<file path="config.mk">
export PLATFORM = sky130hd
export DESIGN_NAME = pipe_hazard_sequencer
export DESIGN_NICKNAME = d
export VERILOG_FILES = /design/src/rtl/mips_pkg.sv /design/src/rtl/pipe_hazard_sequencer_fwd_select.sv /design/src/rtl/pipe_hazard_sequencer.sv
export SDC_FILE = /design/constraint.sdc
export NUM_CORES = 1
export LEC_CHECK = 0
export ABC_AREA = 1
export BUFFER_PORTS_ARGS = -buffer_cell sky130_fd_sc_hd__buf_4
export CORE_ASPECT_RATIO = 1.2
export CORE_UTILIZATION = 53
export CTS_CLUSTER_DIAMETER = 100
export DETAILED_ROUTE_END_ITERATION = 16
export GPL_TIMING_DRIVEN = 0
export PLACE_DENSITY_LB_ADDON = 0.3
export SLEW_MARGIN = 25
export SYNTH_ARGS = -nofsm -noshare
export SYNTH_HDL_FRONTEND = slang
export SYNTH_SLANG_ARGS = --single-unit
</file>
<file path="constraint.sdc">
create_clock -name clk -period 2.5 [get_ports clk]
set_clock_uncertainty 0.2 [all_clocks]
set_input_delay 0.375 -clock clk [delete_from_list [all_inputs] [get_ports clk]]
set_output_delay 0.375 -clock clk [all_outputs]
set_load 0.05 [all_outputs]
</file>
<file path="src/rtl/mips_pkg.sv">
// Shared decode constants, forwarding encodings and scoreboard types for the
// MIPS decode/issue stage.
package mips_pkg;

  localparam int RIDX_W = 5;
  localparam int OPC_W  = 6;

  localparam logic [5:0] OP_LD   = 6'b010100;
  localparam logic [5:0] OP_ST   = 6'b010101;
  localparam logic [5:0] OP_JMP  = 6'b011000;
  localparam logic [2:0] PFX_ALU = 3'b000;
  localparam logic [2:0] PFX_IMM = 3'b001;
  localparam logic [3:0] PFX_CJ  = 4'b0111;

  localparam logic [1:0] FWD_RF  = 2'b00;
  localparam logic [1:0] FWD_EX  = 2'b01;
  localparam logic [1:0] FWD_MEM = 2'b10;
  localparam logic [1:0] FWD_WB  = 2'b11;

  // One in-flight destination: slot 0 = EX, 1 = MEM, 2 = WB.
  typedef struct packed {
    logic              vld;
    logic [RIDX_W-1:0] rg;
    logic              is_ld;
  } sb_slot_t;

  // Per-opcode control summary; b_is_rw marks ST, whose B source is RW.
  typedef struct packed {
    logic wr;
    logic rd_a;
    logic rd_b;
    logic b_is_rw;
    logic imm_sel;
    logic mem_en;
    logic mem_rw;
    logic is_ld;
  } dec_t;

  // Unlisted opcodes fall through as a NOP: no reads, no write, no memory.
  function automatic dec_t decode(input logic [OPC_W-1:0] op);
    dec_t d;
    d = '0;
    if (op[5:3] == PFX_ALU) begin
      d.wr = 1'b1; d.rd_a = 1'b1; d.rd_b = 1'b1;
    end else if (op[5:3] == PFX_IMM) begin
      d.wr = 1'b1; d.rd_a = 1'b1; d.imm_sel = 1'b1;
    end else if (op == OP_LD) begin
      d.wr = 1'b1; d.rd_a = 1'b1; d.imm_sel = 1'b1; d.mem_en = 1'b1; d.is_ld = 1'b1;
    end else if (op == OP_ST) begin
      d.rd_a = 1'b1; d.rd_b = 1'b1; d.b_is_rw = 1'b1; d.imm_sel = 1'b1;
      d.mem_en = 1'b1; d.mem_rw = 1'b1;
    end else if (op[5:2] == PFX_CJ) begin
      d.rd_a = 1'b1;
    end
    return d;
  endfunction

endpackage

</file>
<file path="src/rtl/pipe_hazard_sequencer_fwd_select.sv">
// Forwarding select for one source operand: youngest matching in-flight
// destination wins; R0 and unread sources always come from the register file.
module fwd_select
  import mips_pkg::*;
(
  input  logic [RIDX_W-1:0]      src,
  input  logic                   rd_en,
  input  logic [2:0]             slot_vld,
  input  logic [2:0][RIDX_W-1:0] slot_rg,
  output logic [1:0]             sel
);

  // Priority search EX -> MEM -> WB.
  always_comb begin
    sel = FWD_RF;
    if (rd_en && (src != '0)) begin
      if (slot_vld[0] && (slot_rg[0] == src))      sel = FWD_EX;
      else if (slot_vld[1] && (slot_rg[1] == src)) sel = FWD_MEM;
      else if (slot_vld[2] && (slot_rg[2] == src)) sel = FWD_WB;
    end
  end

endmodule

</file>
<file path="src/rtl/pipe_hazard_sequencer.sv">
// Decode/issue sequencer: scoreboard of EX/MEM/WB destinations, forwarding
// selects, single-cycle load-use stall and taken-branch squash.
module pipe_hazard_sequencer
  import mips_pkg::*;
#(
  parameter int REG_W = 5,
  parameter int OP_W  = 6
) (
  input  logic             clk,
  input  logic             reset,
  input  logic [31:0]      ins,
  input  logic             ins_valid,
  output logic             ins_ready,
  input  logic             br_taken,
  output logic             issue_valid,
  output logic [OP_W-1:0]  op_dec,
  output logic [REG_W-1:0] rw_dec,
  output logic [15:0]      imm,
  output logic [1:0]       mux_sel_A,
  output logic [1:0]       mux_sel_B,
  output logic             imm_sel,
  output logic             mem_en_ex,
  output logic             mem_rw_ex,
  output logic             stall
);

  localparam int NUM_SRC = 2;

  logic [OP_W-1:0]  op;
  logic [REG_W-1:0] rw, ra, rb, src_b;
  dec_t             d;
  sb_slot_t [2:0]   sb;
  logic             hazard, accept;

  logic [2:0]                    slot_vld;
  logic [2:0][RIDX_W-1:0]        slot_rg;
  logic [NUM_SRC-1:0][RIDX_W-1:0] src_rg;
  logic [NUM_SRC-1:0]            src_en;
  logic [NUM_SRC-1:0][1:0]       sel;

  assign op    = ins[31:26];
  assign rw    = ins[25:21];
  assign ra    = ins[20:16];
  assign rb    = ins[15:11];
  assign d     = decode(op);
  assign src_b = d.b_is_rw ? rw : rb;

  // A load still in EX cannot forward; a taken branch discards the
  // instruction anyway, so it wins over the stall.
  assign hazard = ins_valid && sb[0].vld && sb[0].is_ld &&
                  ((d.rd_a && (ra == sb[0].rg)) || (d.rd_b && (src_b == sb[0].rg)));
  assign stall     = hazard && !br_taken;
  assign ins_ready = !stall;
  assign accept    = ins_valid && !stall && !br_taken;

  // Flatten scoreboard and operand sources for the select instances.
  always_comb begin
    for (int i = 0; i < 3; i++) begin
      slot_vld[i] = sb[i].vld;
      slot_rg[i]  = sb[i].rg;
    end
    src_rg[0] = ra;
    src_rg[1] = src_b;
    src_en[0] = d.rd_a;
    src_en[1] = d.rd_b;
  end

  for (genvar g = 0; g < NUM_SRC; g++) begin : g_fwd
    fwd_select u_fwd (
      .src      (src_rg[g]),
      .rd_en    (src_en[g]),
      .slot_vld (slot_vld),
      .slot_rg  (slot_rg),
      .sel      (sel[g])
    );
  end

  // Scoreboard shift and registered decode outputs; fields hold on bubbles.
  always_ff @(posedge clk) begin
    if (reset) begin
      sb          <= '0;
      issue_valid <= 1'b0;
      op_dec      <= '0;
      rw_dec      <= '0;
      imm         <= '0;
      mux_sel_A   <= FWD_RF;
      mux_sel_B   <= FWD_RF;
      imm_sel     <= 1'b0;
      mem_en_ex   <= 1'b0;
      mem_rw_ex   <= 1'b0;
    end else begin
      sb[2] <= sb[1];
      sb[1] <= sb[0];
      if (accept && d.wr && (rw != '0))
        sb[0] <= '{vld: 1'b1, rg: rw, is_ld: d.is_ld};
      else
        sb[0] <= '0;
      issue_valid <= accept;
      mem_en_ex   <= accept && d.mem_en;
      if (accept) begin
        op_dec    <= op;
        rw_dec    <= rw;
        imm       <= ins[15:0];
        mux_sel_A <= sel[0];
        mux_sel_B <= sel[1];
        imm_sel   <= d.imm_sel;
        mem_rw_ex <= d.mem_rw;
      end
    end
  end

endmodule
</file>
==> results of run 1 <==
## through the flow
stage          setup slack [ps]  hold WS [ps]  cell area, µm²
5_1_grt                    -149          39.4            3790
3_5_place_dp               -297           268            3440
6_report                  -44.9          54.9            3790
2_1_floorplan              19.6           224            2820
4_1_cts                    3.62          52.6            3630
3_3_place_gp               -301           263            3440
## layout make-up
class                           instances  share of cell area (%)
Tap cell                               60                    1.98
Multi-Input combinational cell        309                    41.4
Sequential cell                        54                    28.6
Buffer                                 19                    3.24
Inverter                               45                    4.69
Clock buffer                            5                    1.82
Clock inverter                          3                    1.16
Timing Repair Buffer                   82                    17.1
## routing by layer
metal / share of wire, % / wire [µm] / vias to the layer above
li1: - / - / 1543
met1: 38 / 3400 / 1480
met2: 49 / 4410 / 197
met3: 7.8 / 701 / 46
met4: 5.0 / 450 / 0
met5: 0 / 0 / -
## registers in the layout, summed over array words and instances (netlist names)
register / count
sb: 19
imm: 16
op_dec: 6
rw_dec: 5
mux_sel_A: 2
mux_sel_B: 2
imm_sel: 1
issue_valid: 1
mem_en_ex: 1
mem_rw_ex: 1
## cells by family (layout without fill, tap and decap cells)
kind of cell / count (synthesis) / count (layout) / share of synthesized area, %
AOI/OAI and AO/OA: 47 / 47 / 8.88
xor gates and xnor gates: 4 / 4 / 1.24
buffers and inverters: 65 / 154 / 10.5
DFF: 54 / 54 / 38.4
and+or+nand+nor: 258 / 258 / 41.0
## what timing repair did
item / 4_1_cts / 5_1_grt
gates cloned: 0 / 1
endpoints found under the hold margin: 0 / 0
pin swaps: 4 / 11
endpoints found under the setup margin: 2 / 23
setup buffers: 4 / 5
resized for setup: 13 / 30
## cells in the final DEF, fill, tap and decap left out, drive strengths merged
cell	n
buf	94
o21ai	4
nand2b	1
clkinvlp	1
clkinv	2
nand2	110
nand3	51
o21a	1
nand3b	12
a21oi	36
nand4	7
nor4	2
nor2	71
o22ai	3
bufinv	1
or2	1
a21boi	2
clkbuf	12
nor3	3
a221oi	1
dfxtp	54
inv	44
xor2	4
## how the worst max path moves through the flow
stage                 start  endpoint  slack, ps  cells after the start
finish              ins[28]     stall        -40                     15
CTS                 ins[27]     stall          4                     13
global placement    ins[31]     stall       -300                     15
global route        ins[27]     stall       -150                     16
detailed placement  ins[31]     stall       -300                     15
floorplan           ins[30]     stall         20                     12
## critical path, delay by kind of cell
kind / cells / cell delay, ps
buffers and inverters: 5 / 580
and+or+nand+nor: 10 / 1030
## power by group through the flow
| stage | clock, W | sequential, W | combinational, W |
|---|---|---|---|
| 3_3_place_gp | 0 | 0.000936 | 0.000419 |
| 2_1_floorplan | 0 | 0.00106 | 0.000156 |
| 5_1_grt | 0.000659 | 0.000923 | 0.000496 |
| 3_5_place_dp | 0 | 0.000937 | 0.000424 |
| 6_report | 0.000605 | 0.000919 | 0.000466 |
| 4_1_cts | 0.000608 | 0.000918 | 0.000434 |
==> flow_metrics.py, run 1 <==
metrics = {
    "die": {
        "die_h_um": 81.9,
        "num_rows": 28,
        "start_util_pct": 56.2,
        "io_pins": 73,
        "die_area_mm2": 0.00561,
        "die_w_um": 68.6,
        "core_mm2": 0.00501,
    },
    "yosys": {
        "syn_area_per_cell_um2": 6.58,
        "yosysMostFrequentCell": "nand2_1",
        "synth_fp_nets": 464,
        "synth_top_area_share_pct": 38.4,
        "ys_seq_elements": 54,
        "yosys.cell_types.count": 31,
        "synth_edf_count": 0,
        "yosys.area.top_type": "dfxtp_1",
        "yosys_warnings": 0,
        "synthCells": 428,
        "synth_common_cells": "108 x nand2_1, 68 x nor2_1, 54 x dfxtp_1",
        "synth_async_sr_flop_share_pct": 0,
        "yosys_most_used_dff": "dfxtp_1",
        "synth.yosys.seq_area_share_pct": 38.4,
        "netlist_area_mm2": 0.00282,
        "synth_area_leaders": "dfxtp_1 38%, nand2_1 14%, nor2_1 9.1%, nand3_1 8.7%, a21oi_1 6.4%",
    },
    "power": {
        "total_power_w": 0.00199,
        "p_sw_share_pct": 31.6,
        "leakage_nw": 1.81,
        "p_clk_share_pct": 30.4,
        "pwr-share-comb_pct": 23.4,
        "power_density_mw_per_mm2": 526,
        "power_frac_seq_pct": 46.2,
        "intPower_w": 0.00136,
        "ir_drop_mv": 0.463,
        "p_switching_w": 0.000630,
    },
    "setup_path": {
        "crit_path_max_incr_delay_ps": 170,
        "crit_type": "in -> out",
        "ff2ff_setup_slack_ps": 130,
        "arrival_ps": 1970,
        "rr_endpoint": "op_dec[1]$_SDFFE_PP0P_",
        "end_kind": "output port",
        "cp.required_ps": 1920,
        "reg2reg_depth": 12,
        "r2r_start": "sb[2]$_SDFF_PP0_",
        "crit_chain": "buf_4 -> inv_2 -> nor2_4 -> nand3_4 -> buf_6 -> nand2_4 -> nand2_4 -> nand2_1 -> nand2_1 -> nor2_2 -> nand4_1 -> nand2_2 -> nand2_4 -> clkinvlp_4 -> buf_8",
        "crit_path_start_kind": "input port",
        "crit_slowest_cell": "buf_6",
        "cp_max_fo": 5,
        "cpMostUsedCell": "nand2_4",
    },
    "global_routing": {
        "grt-busiest-layer": "met2",
        "grt.met2_usage_pct": 54.1,
        "grt_pass1_vias": 2799,
        "grt_use_total_pct": 31.0,
        "antenna_found_initial": 0,
        "grt_max_degree": 18,
        "grtUsageMet3_pct": 4.31,
        "grt_pass1_wl_um": 12900,
        "grt-ovfl-total": 0,
        "grtUsageMet1_pct": 36.4,
    },
    "detailed_routing": {
        "via_per_inst": 5.66,
        "wl_um": 8950,
        "first_iter_violations": 242,
        "ant_nets": 0,
        "drt_first_pass_iters": 5,
        "drc": 0,
        "vias": 3266,
        "wl_per_cell_um": 15.5,
    },
    "timing": {
        "report.final.slew_viol_count": 0,
        "fin_crit_ps": 2540,
        "tightest_slew_ps": 503,
        "grt_setup_unrepaired": "yes",
        "final-setup-viol-count": 3,
        "hold_viol": 0,
        "finalSetupTns_ps": -72.4,
        "min_period_over_period_pct": 102,
        "fmax_mhz": 393,
        "slew_headroom_pct": 66.5,
        "fin_ws_ps": -44.9,
    },
    "layout": {
        "ff_latch_area_mm2": 0.00108,
        "multiInputGateArea_mm2": 0.00157,
        "fill_cells": 411,
        "area_growth_pct": 34.4,
        "nNetsFinal": 552,
        "layout-drive-gt1-share_pct": 26.5,
        "utilization_pct": 75.6,
        "final_cells": 577,
        "diodes": 0,
    },
    "cts": {
        "clk_path_buf_depth": 2,
        "cts_made_buffers": 5,
        "clkTransAtPathRegs_ps": 100,
        "ctsHtreeMaxLevel": 2,
        "holdBufCountCts": 0,
        "cts_sinks": 54,
        "cts_tree": "built",
        "cts_root_buf": "clkbuf_8",
        "clock_latency_ps": 320,
    },
    "place": {
        "hpwl_um": 6310,
        "io_buffer_count": 72,
        "globalplace.congestion": 0.904,
        "dp_cells": 560,
    },
    "min_path": {
        "hold_depth": 2,
        "worstHoldEndpoint": "sb[15]$_SDFF_PP0_",
        "worstHoldStart": "reset",
        "hold_class": "in -> reg",
    },
    "job": {
        "maxCapViolations": 0,
    },
    "outcome": {
        "outcome": "finished, violations left",
        "violations": "setup timing",
    },
}
Note: power is estimated with default switching activity, not from simulation.
==> run 2: changes to the inputs <==
--- a/config.mk
+++ b/config.mk
@@ -8,7 +8,7 @@
 export ABC_AREA = 1
 export BUFFER_PORTS_ARGS = -buffer_cell sky130_fd_sc_hd__buf_4
 export CORE_ASPECT_RATIO = 1.2
-export CORE_UTILIZATION = 53
+export CORE_UTILIZATION = 55
 export CTS_CLUSTER_DIAMETER = 100
 export DETAILED_ROUTE_END_ITERATION = 16
 export GPL_TIMING_DRIVEN = 0
@@ -16,4 +16,5 @@
 export SLEW_MARGIN = 25
 export SYNTH_ARGS = -nofsm -noshare
 export SYNTH_HDL_FRONTEND = slang
+export SYNTH_HIERARCHICAL = 1
 export SYNTH_SLANG_ARGS = --single-unit
==> flow_metrics.py, run 2 <==
metrics = {
    "job": {
        "maxCapViolations": 0,
    },
    "die": {
        "die_area_mm2": 0.00634,
        "io_pins": 73,
        "die_h_um": 87.0,
        "num_rows": 30,
        "die_w_um": 72.9,
        "start_util_pct": 57.7,
        "core_mm2": 0.00574,
    },
    "yosys": {
        "synth_fp_nets": 532,
        "synth_area_leaders": "dfxtp_1 33%, nand2_1 14%, nand3_2 11%, nor2_1 8.6%, inv_1 7.7%",
        "synthAdderAreaFrac_pct": 0,
        "yosys.cell_types.count": 26,
        "synth.mux.area_fraction_pct": 0,
        "synth_xor_area_share_pct": 2.38,
        "syn_area_per_cell_um2": 6.68,
        "netlist_area_mm2": 0.00331,
        "synth_common_cells": "123 x nand2_1, 76 x nor2_1, 68 x inv_1",
        "synth_edf_count": 0,
        "synth-simple-area-share_pct": 43.8,
        "yosys_warnings": 6,
        "synth_top_area_share_pct": 32.6,
        "ys_seq_elements": 54,
        "synth_compound_area_share_pct": 7.40,
        "synthCells": 496,
        "yosys.area.top_type": "dfxtp_1",
        "yosysMostFrequentCell": "nand2_1",
        "yosys_most_used_dff": "dfxtp_1",
        "synth_async_sr_flop_share_pct": 0,
        "synth.yosys.seq_area_share_pct": 32.6,
        "synth_top_family_by_area": "simple AND/OR/NAND/NOR gates",
    },
    "global_routing": {
        "grt_pass1_vias": 3133,
        "antenna_found_initial": 0,
        "grt_max_degree": 17,
        "grt_use_total_pct": 27.8,
        "grt-ovfl-total": 0,
        "grt_pass1_wl_um": 13700,
    },
    "timing": {
        "final-setup-viol-count": 0,
        "hold_viol": 0,
        "min_period_over_period_pct": 94.6,
        "report.final.slew_viol_count": 0,
        "fin_ws_ps": 136,
        "slew_headroom_pct": 50.8,
        "fin_crit_ps": 2360,
        "finalSetupTns_ps": 0,
        "fmax_mhz": 423,
        "tightest_slew_ps": 737,
        "grt_setup_unrepaired": "no",
    },
    "place": {
        "io_buffer_count": 72,
        "hpwl_um": 6450,
        "globalplace.congestion": 0.871,
        "dp_slack_ps": -235,
        "postPlaceCellArea_mm2": 0.00395,
    },
    "detailed_routing": {
        "via_per_inst": 5.00,
        "wl_per_cell_um": 12.6,
        "drt_first_pass_iters": 4,
        "drc": 0,
        "wl_um": 8280,
        "vias": 3296,
        "first_iter_violations": 108,
        "ant_nets": 0,
    },
    "layout": {
        "layout-drive-gt1-share_pct": 29.4,
        "nNetsFinal": 614,
        "finalInstanceArea_mm2": 0.00411,
        "area_growth_pct": 24.0,
        "layout_commonest_cell": "nand2_1",
        "fill_cells": 490,
        "top_register": "sb",
        "largest_reg_flops": 19,
        "reg_top3": "sb (19), imm (16), op_dec (6)",
        "final_cell_mix": "120 x nand2_1, 76 x nor2_1, 75 x buf_4",
        "diodes": 0,
    },
    "setup_path": {
        "cp.required_ps": 1920,
        "rr_endpoint": "imm[4]$_SDFFE_PP0P_",
        "end_kind": "output port",
        "cp_max_fo": 9,
        "ff2ff_setup_slack_ps": 480,
        "r2r_start": "sb[2]$_SDFF_PP0_",
        "arrival_ps": 1790,
        "crit_path_start_kind": "input port",
        "reg2reg_depth": 11,
        "crit_type": "in -> out",
    },
    "cts": {
        "clkTransAtPathRegs_ps": 100,
        "cts_sinks": 54,
        "cts_made_buffers": 5,
        "ctsHtreeMaxLevel": 2,
        "clk_path_buf_depth": 2,
        "cts_root_buf": "clkbuf_8",
        "clock_latency_ps": 310,
        "cts_tree": "built",
    },
    "min_path": {
        "hold_class": "in -> reg",
        "worstHoldStart": "reset",
        "worstHoldEndpoint": "sb[18]$_SDFF_PP0_",
        "hold_depth": 2,
    },
    "power": {
        "leakage_nw": 1.94,
        "ir_drop_mv": 0.402,
        "power_density_mw_per_mm2": 464,
    },
    "outcome": {
        "outcome": "completed",
    },
}
==> run 2: cell count changes after synthesis, moves of 4 or more <==
cell,change
nand3_2,+33
nand3b_1,-12
nand3_1,-21
inv_2,+11
nor2_2,+10
nand4_1,-6
buf_6,+4
inv_1,+26
nand2_1,+15
nor2_1,+8
o21ai_1,+4
==> run 2: routing by layer <==
| metal | wire, µm | global-route usage, % |
|---|---|---|
| met1 | 3370 | 30.6 |
| met2 | 4420 | 52.8 |
| met3 | 324 | 5.56 |
| met4 | 156 | 8.91 |
| met5 | 0 | 0 |
==> run 2: worst max path at each step <==
stage / from / endpoint / slack (ps) / depth (start not counted)
6_report: ins[31] / stall / 140 / 12
5_1_grt: ins[31] / stall / 40 / 14
4_1_cts: ins[29] / stall / 80 / 14
3_5_place_dp: ins[31] / stall / -240 / 13
3_3_place_gp: ins[31] / stall / -200 / 13
2_1_floorplan: ins[31] / stall / 100 / 11
==> run 2: final cells by class <==
cell class                 count  area (µm²)  share of cell area (%)
buffer                        19         136                    3.32
clock buffer                   6        82.6                    2.01
clock inverter                 2        12.5                   0.305
inverter                      82         310                    7.55
multi-input combinational    340        1810                    44.1
sequential                    54        1080                    26.3
tap                           80         100                    2.44
timing repair buffer          76         574                    14.0
==> run 2: power breakdown <==
group / switching (W) / internal (W)
clock network: 0.000292 / 0.000223
registers: 0.0000229 / 0.000897
logic: 0.000308 / 0.000165
total: 0.000623 / 0.00129
==> run 2: cells by family (layout without fill, tap and decap cells) <==
| family | count (synthesis) | in the layout |
|---|---|---|
| simple gates | 285 | 285 |
| buf+inv | 102 | 185 |
| flops | 54 | 54 |
| compound gates | 46 | 46 |
| xor+xnor | 9 | 9 |
==> run 2: critical path, stage by stage <==
cell      delay [ps]
buf_4            120
inv_2             80
nand2_2           90
nor2_4           130
buf_6            140
nand2_1          140
o311ai_4         130
nand3_2          160
nand2_4          120
nand2_8           70
inv_1             80
buf_6            150
==> run 2: per-stage QoR <==
| step | hold slack [ps] | cells | power (W) | util [%] |
|---|---|---|---|---|
| after floorplan | 216 | 496 | 0.00125 | - |
| after global placement | 237 | 648 | 0.00139 | 68.8 |
| after detailed placement | 249 | 648 | 0.00140 | 68.8 |
| after CTS | 87.3 | 656 | 0.00191 | 71.2 |
| after global routing | 89.6 | 659 | 0.00200 | 71.5 |
| final | 82.3 | 659 | 0.00191 | 71.5 |
==> run 2: what timing repair did <==
action	CTS	global route
endpoints found under the setup margin	2	1
pin swaps	2	0
hold buffers	0	0
cloned	1	0
hold endpoints to repair	0	0
resized for setup	10	0
buffers inserted	0	3
